`src/rtl/cmp_stream.sv`:
```
// Qualified comparator: a relation between a and b must hold for THRESH consecutive
// valid samples before match asserts; entries into MATCH set sticky and bump hit_cnt.
module cmp_stream #(
    parameter int WIDTH  = 5,
    parameter int THRESH = 4,
    parameter int CNT_W  = 8
) (
    input  logic             clk,
    input  logic             rst,
    input  logic             in_valid,
    input  logic [WIDTH-1:0] a,
    input  logic [WIDTH-1:0] b,
    input  logic [1:0]       mode,
    input  logic             clr,
    output logic             cond,
    output logic             match,
    output logic             sticky,
    output logic [CNT_W-1:0] hit_cnt
);
    localparam int SW = $clog2(THRESH + 1);
    localparam logic [SW:0]      THRESH_V = (SW + 1)'(THRESH);
    localparam logic [CNT_W-1:0] CNT_MAX  = {CNT_W{1'b1}};

    typedef enum logic [1:0] {
        IDLE  = 2'd0,
        ARM   = 2'd1,
        MATCH = 2'd2
    } state_t;

    state_t           state_reg;
    logic [SW-1:0]    streak_reg;
    logic             cond_reg;
    logic             match_reg;
    logic             sticky_reg;
    logic [CNT_W-1:0] hit_cnt_reg;

    logic             rel;
    logic [SW:0]      streak_inc;
    logic             entry;

    always_comb begin
        rel = 1'b0;
        case (mode)
            2'b00:   rel = (a == b);
            2'b01:   rel = (a != b);
            2'b10:   rel = (a < b);
            default: rel = (a > b);
        endcase
    end

    // An entry is the sample that completes the streak from outside MATCH.
    assign streak_inc = {1'b0, streak_reg} + (SW + 1)'(1);
    assign entry      = in_valid && rel && (state_reg != MATCH) && (streak_inc == THRESH_V);

    always_ff @(posedge clk) begin
        if (rst) begin
            state_reg   <= IDLE;
            streak_reg  <= '0;
            cond_reg    <= 1'b0;
            match_reg   <= 1'b0;
            sticky_reg  <= 1'b0;
            hit_cnt_reg <= '0;
        end else begin
            if (in_valid) begin
                cond_reg <= rel;
                case (state_reg)
                    IDLE, ARM: begin
                        if (rel) begin
                            streak_reg <= streak_inc[SW-1:0];
                            if (entry) begin
                                state_reg <= MATCH;
                                match_reg <= 1'b1;
                            end else begin
                                state_reg <= ARM;
                            end
                        end else begin
                            state_reg  <= IDLE;
                            streak_reg <= '0;
                        end
                    end
                    MATCH: begin
                        if (!rel) begin
                            state_reg  <= IDLE;
                            streak_reg <= '0;
                            match_reg  <= 1'b0;
                        end
                    end
                    default: begin
                        state_reg  <= IDLE;
                        streak_reg <= '0;
                        match_reg  <= 1'b0;
                    end
                endcase
            end

            // Set wins over clear when an entry and clr coincide.
            if (entry) begin
                sticky_reg <= 1'b1;
                if (clr)
                    hit_cnt_reg <= CNT_W'(1);
                else if (hit_cnt_reg != CNT_MAX)
                    hit_cnt_reg <= hit_cnt_reg + CNT_W'(1);
            end else if (clr) begin
                sticky_reg  <= 1'b0;
                hit_cnt_reg <= '0;
            end
        end
    end

    assign cond    = cond_reg;
    assign match   = match_reg;
    assign sticky  = sticky_reg;
    assign hit_cnt = hit_cnt_reg;
endmodule

```
`config.mk`:
```
export PLATFORM = sky130hd
export DESIGN_NAME = cmp_stream
export DESIGN_NICKNAME = d
export VERILOG_FILES = /design/src/rtl/cmp_stream.sv
export SDC_FILE = /design/constraint.sdc
export NUM_CORES = 1
export LEC_CHECK = 0
export CORE_MARGIN = 2
export CORE_UTILIZATION = 55
export CTS_CLUSTER_DIAMETER = 40
export DETAILED_ROUTE_END_ITERATION = 7
export DONT_BUFFER_PORTS = 1
export HOLD_SLACK_MARGIN = 0.06
export PLACE_DENSITY = 0.7
export SYNTH_ARGS = -nofsm -noshare
export SYNTH_HDL_FRONTEND = slang
export SYNTH_SLANG_ARGS = --single-unit
```
`constraint.sdc`:
```
create_clock -name clk -period 3.6 [get_ports clk]
set_input_delay 0.54 -clock clk [delete_from_list [all_inputs] [get_ports clk]]
set_output_delay 0.54 -clock clk [all_outputs]
set_load 0.02 [all_outputs]
```
# Word level (Yosys, flattened, before mapping)
# Cells that the tools add are included.
[totals] regBits=16 input_bits=16
[op_classes] n_addsub=2 n_lt_le_gt_ge=2 eq_ne=12 n_mux=18 n_reduce_logical=11
[op_table] cell="8-bit two-way mux" n=4
[op_table] cell="8-bit by 1-bit adder with 8-bit output (second input constant)" n=1
[op_table] cell="2-bit != test (second input constant)" n=4
[op_table] cell="8-bit != test (second input constant)" n=1
[op_table] cell="2-bit two-way mux" n=3
[op_table] cell="3-bit two-way mux" n=2
[op_table] cell="3-bit one-hot mux with 2 select lines" n=1
[op_table] cell="5-bit equality test" n=1
[op_table] cell="5-bit greater-than comparator" n=1
[op_table] cell="5-bit less-than comparator" n=1
[op_table] cell="1-bit two-way mux" n=5
[op_table] cell="5-bit != test" n=1
[op_table] cell="3-bit by 1-bit adder with 4-bit output (second input constant)" n=1
[op_table] cell="2-bit by 1-bit equality test with 1-bit output (second input constant)" n=2
[op_table] cell="2-bit equality test (second input constant)" n=2
[op_table] cell="4-bit by 3-bit equality test with 1-bit output (second input constant)" n=1
[op_table] cell="2-bit zero test" n=2
[op_table] cell="2-bit one-hot mux with 2 select lines" n=1
[op_table] cell="2-bit AND reduction" n=2
[op_table] cell="4-bit AND reduction" n=1
[op_table] cell="2-bit nonzero test" n=2
[op_table] cell="1-bit logical AND" n=3
[op_table] cell="1-bit one-hot mux with 3 select lines" n=1
[op_table] cell="1-bit one-hot mux with 2 select lines" n=1
[op_table] cell="2-bit OR reduction" n=1

# Logic depth before layout (Yosys ltp)
[logic_depth] depth_word=8 ltp_mapped=9 depth_no_buf=8

# Worst setup path after synthesis
# OpenSTA, ideal clock, no wires.
[synth_path] path_kind="input to register" from="input b[2]" to="register hit_cnt_reg[3], in the netlist hit_cnt[3]" setup_time_ns=0.070 arrival_time_ns=2.201 t_required_ns=3.530 slack_ns=1.329 cell_stages=8 path_cell_list="inv_1 > ha_1 > and3_1 > nand3_2 > o32ai_4 > o2111ai_4 > or4_1 > a21oi_1"
[synth_between] elab_chain_len=7
[synth_lines] element="start, declared" line="12" rtl="input logic [WIDTH-1:0] b,"
[synth_lines] element="5-bit greater-than comparator, or another cell as far along" line="47" rtl="default: rel = (a > b);"
[synth_lines] element="1-bit one-hot mux with 3 select lines *" line="43" rtl="case (mode)"
[synth_lines] element="1-bit logical AND * (3 in series)" line="53" rtl="assign entry = in_valid && rel && (state_reg != MATCH) && (streak_inc == THRESH_V);"
[synth_lines] element="2-bit nonzero test (no source line)"
[synth_lines] element="2-bit AND reduction (no source line)"
[synth_lines] element="end signal, assigned" line="102" rtl="hit_cnt_reg <= hit_cnt_reg + CNT_W'(1);"
[synth_lines] element="end, declared" line="35" rtl="logic [CNT_W-1:0] hit_cnt_reg;"
# Mark *: on every way between the ends. The rest lies on a longest branch, timed or not.
# A chain may end at the register's enable or synchronous reset.

# Worst setup path after layout
[layout_path] from="input b[2]" to="register hit_cnt_reg[7], in the netlist hit_cnt[7]"
# The elaborated chain is that of the path after synthesis.

==> results summary <==
The flow ran to the end, and the final reports show no timing, DRC or antenna violations. STA classifies the critical path startpoint as a primary input. The clock net sink count is 16. The highest fanout seen on the critical path came out at 10. The share of total power dissipated in combinational logic is 0.118. The class of the most critical hold timing path is primary input to flip-flop. The H-tree depth reported by CTS came out at 1. The worst register-to-register path has a setup slack of about 1.6 ns.

The maximum VDD drop is 0.252 mV. The per-cell routed wire length is 15.0 um. After detailed routing, the total wire length is 1.84 mm. After floorplanning, the core was sized to cover 1690 um2. The area occupied by registers is 320 um2. The biggest area contributor in the post-synthesis netlist is sky130_fd_sc_hd__dfxtp_1. Yosys attributes the largest share of cell area to sky130_fd_sc_hd__dfxtp_1 33%, sky130_fd_sc_hd__ha_1 9.1%, sky130_fd_sc_hd__a21oi_1 5.2%. Measured along the x axis, the die boundary spans 45.7 um.

Entering global routing, the biggest net connects 11 pins. In the finished design, the share of the clock period the worst path needs comes to 0.597. STA classifies the critical path endpoint as a flip-flop.

The detailed-route DRC error count came out at 0. Buffers placed on the I/O ports in this run total 0. The tool flagged a number of max-cap violations equal to 0. The static leakage power came out at 0.401 nW.

The area overhead of the layout relative to synthesis came out at 3.26%. Post-CTS timing repair inserted 0 buffers for setup. The launch instance of the worst register-to-register path is hit_cnt[0]. In this run the power spent charging and discharging nets is 0.0000795 W.

For this run, the number of Yosys warnings is 0. The count of flip-flops with a built-in enable after synthesis came out at 0. The master cell of the clock root buffer is sky130_fd_sc_hd__clkbuf_4. Among all stages on the critical path, the largest delay is contributed by sky130_fd_sc_hd__o2111a_1. The initial antenna violation count came out at 0. Summed over all failing endpoints, the final setup total negative slack is 0 ns. The fraction of post-synthesis cell area in the top cell type by area is 0.334. The number of different library cells used by synthesis comes to 37. The worst register-to-register path ends at hit_cnt[3]. The count of nets left with antenna violations after detail routing is 0. The final count of hold timing violations was 0. The fraction of synthesis flops using an asynchronous set or reset pin came out at 0. Walking the worst path, the cells encountered are inv_1 > ha_1 > and3_1 > nand3_2 > o32ai_4 > o2111a_1 > a41oi_1 > a211oi_1.

Counting flops and latches in the post-synthesis netlist gives 16. Once the clock tree was built, the resizer swapped 0 gates to a different size. The beginning of the critical path is b[2].

The final max-slew violation count came out at 0. The number of buffers between clock root and the deepest sink came out at 2. The power share of the sequential group is 0.584. The post-CTS clock slew at the launch and capture registers of the worst setup and hold paths came out at around 0.09 ns.

At the end of routability-driven placement, the weighted congestion stood at 0.732. The number of standard-cell rows in the floorplan is 15. On the worst path, the slowest cell contributes a delay of ~0.47 ns. After synthesis, the mean cell area works out to 9.04 um2. The critical path is of the primary input to flip-flop type. The number of nets produced by synthesis came out at 129. The detailed-route vias per instance came out at ~6.7. After clock tree synthesis, the flow added hold-fix buffers numbering 0.

The worst setup path endpoint is hit_cnt[7]. The die covers 2090 um2. The peak clock frequency supported by timing is 466 MHz.

The clock power share is 0.298. TritonCTS built the clock tree. The area used by multi-input combinational logic is 603 um2. Counting cells, the worst reg-to-reg path comes to 6. The switching power as a share of total power came out at 0.252.

The initial standard-cell utilization of the core is 0.567. The final net count came out at 131. The worst slew slack as a fraction of its limit is 0.640. Detailed routing inserted a total of between 800 and 900 vias. Setup repair after global routing left no endpoint under its margin. The number of fill cells in the layout came out at 172. The number of top-level design ports is 27. For this run, the register share of the synthesized area comes to 0.334. The pin slew with the least headroom to its limit came out at 0.540 ns. Among all flip-flop cells after synthesis, the most frequent one is sky130_fd_sc_hd__dfxtp_1. The number of flip-flops under the largest register name came out at 8. The post-synthesis instance total came out at 106. The clock buffer count from CTS is 3. Counting tap cells, the placed design contains a total of 120 instances. The share of layout cells above drive strength 1 is 0.0943. Global routing finished with a remaining overflow of 0. The number of inserted diodes came out at 0. The via count of the first global-routing pass is 718. The netlist area before placement is 958 um2. Between clock sinks in the finished design, the worst skew comes to 0.00116 ns. The post-detailed-placement half-perimeter wirelength came out at 1.44 mm.

On the final layout, the worst hold slack is 0.308 ns. The detailed router's first-iteration violation count came out at 11. In this run the power density over the cells is 319 nW/um2. Setup violations remaining at the end of the flow were counted as 0. The internal portion of total power is 0.000236 W. The global-route usage over all layers came out at 0.186.

The number of search-and-repair iterations in the first detailed-routing pass came out at 4. The hold path depth is 1. The clock latency reported for the late side of the worst-skew pair came out at approximately 0.29 ns. The first global-routing pass estimated 2.88 mm of wire. The die span in y came out at 45.7 um. The data arrival at the endpoint of the critical path is between 2 and 2.5 ns.

Excluding fillers, the count of instances in the completed layout stands at approximately 120. The final total power came out at roughly 0.00032 W. The critical path required time came out at 3.81 ns. The clock period could shrink to 2.15 ns.
-- cells by family after synthesis --
kind of cell | Yosys count | synth area share
muxes | 1 | 0.0104
AOI/OAI and AO/OA | 33 | 0.289
xor gates and xnor gates | 1 | 0.00914
and+or+nand+nor | 39 | 0.230
adders and majority gates | 7 | 0.0914
DFF | 16 | 0.334
buffers and inverters | 9 | 0.0365
-- through the flow --
step                cell area (um2)  worst slack [ns]  utilization
global placement                967              1.23        0.573
floorplan                       958              1.33            -
detailed placement              967              1.14        0.573
CTS                             990              1.43        0.586
finish                          990              1.45        0.586
global route                    990              1.25        0.586
-- layer usage --
layer | GRT usage | up-vias | share of wire
met5 | 0 | - | 0
met4 | 0.0686 | 0 | 0.0098
met3 | 0.0278 | 2 | 0.047
met2 | 0.327 | 27 | 0.50
met1 | 0.229 | 389 | 0.44
li1 | - | 400 | -
-- synth_stat cells, types with 2 or more instances --
library cell and number:
sky130_fd_sc_hd__dfxtp_1 16, sky130_fd_sc_hd__a21oi_1 10, sky130_fd_sc_hd__and3_1 7, sky130_fd_sc_hd__ha_1 7, sky130_fd_sc_hd__nor2_1 7, sky130_fd_sc_hd__inv_1 6, sky130_fd_sc_hd__nand3_1 6, sky130_fd_sc_hd__a311oi_1 4
sky130_fd_sc_hd__nor2b_1 4, sky130_fd_sc_hd__a211oi_1 3, sky130_fd_sc_hd__nand2_1 3, sky130_fd_sc_hd__nand2b_1 3, sky130_fd_sc_hd__clkbuf_1 2, sky130_fd_sc_hd__o211a_1 2, sky130_fd_sc_hd__o21a_1 2, sky130_fd_sc_hd__o21ai_0 2
sky130_fd_sc_hd__or4_1 2
-- area by class of cell --
class	count	share of cell area
Clock buffer	3	0.0228
Inverter	6	0.0228
Multi-Input combinational cell	81	0.609
Sequential cell	16	0.324
Tap cell	17	0.0215
-- worst max-delay path: cells and delay by family --
family	cells	cell delay (ns)
AO/OA/AOI/OAI	4	1.22
adder cells (fa/ha/maj)	1	0.27
buffers and inverters	1	0.02
AND/OR/NAND/NOR	2	0.30
-- power groups by stage --
stage / sequential (W) / clock [W] / combinational (W)
floorplan: 0.000188 / 0 / 0.0000331
global placement: 0.000188 / 0 / 0.0000359
detailed placement: 0.000189 / 0 / 0.0000373
CTS: 0.000184 / 0.0000961 / 0.0000377
global route: 0.000185 / 0.0000993 / 0.0000421
finish: 0.000184 / 0.0000940 / 0.0000371
-- cell usage in the layout, fill, tap and decap left out, types with 2 or more instances in the layout --
| master | Yosys | final |
|---|---|---|
| sky130_fd_sc_hd__nor2b_1 | 4 | 4 |
| sky130_fd_sc_hd__o21a_1 | 2 | 2 |
| sky130_fd_sc_hd__o211a_1 | 2 | 2 |
| sky130_fd_sc_hd__nand3_1 | 6 | 6 |
| sky130_fd_sc_hd__and3_1 | 7 | 7 |
| sky130_fd_sc_hd__ha_1 | 7 | 7 |
| sky130_fd_sc_hd__dfxtp_1 | 16 | 16 |
| sky130_fd_sc_hd__nand2_1 | 3 | 3 |
| sky130_fd_sc_hd__a211oi_1 | 3 | 3 |
| sky130_fd_sc_hd__or4_1 | 2 | 2 |
| sky130_fd_sc_hd__a21oi_1 | 10 | 10 |
| sky130_fd_sc_hd__o21ai_0 | 2 | 2 |
| sky130_fd_sc_hd__nor2_1 | 7 | 7 |
| sky130_fd_sc_hd__a311oi_1 | 4 | 4 |
| sky130_fd_sc_hd__inv_1 | 6 | 6 |
| sky130_fd_sc_hd__clkbuf_4 | 0 | 3 |
| sky130_fd_sc_hd__nand2b_1 | 3 | 3 |
-- how the worst min path moves through the flow --
stage / end / slack, ns / from
6_report: sticky / 0.31 / rst
5_1_grt: sticky / 0.31 / rst
4_1_cts: sticky / 0.30 / rst
3_5_place_dp: state_reg[0] / 0.49 / state_reg[0]
3_3_place_gp: state_reg[0] / 0.48 / state_reg[0]
2_1_floorplan: state_reg[0] / 0.46 / state_reg[0]
Power figures use the tool's default switching activity.
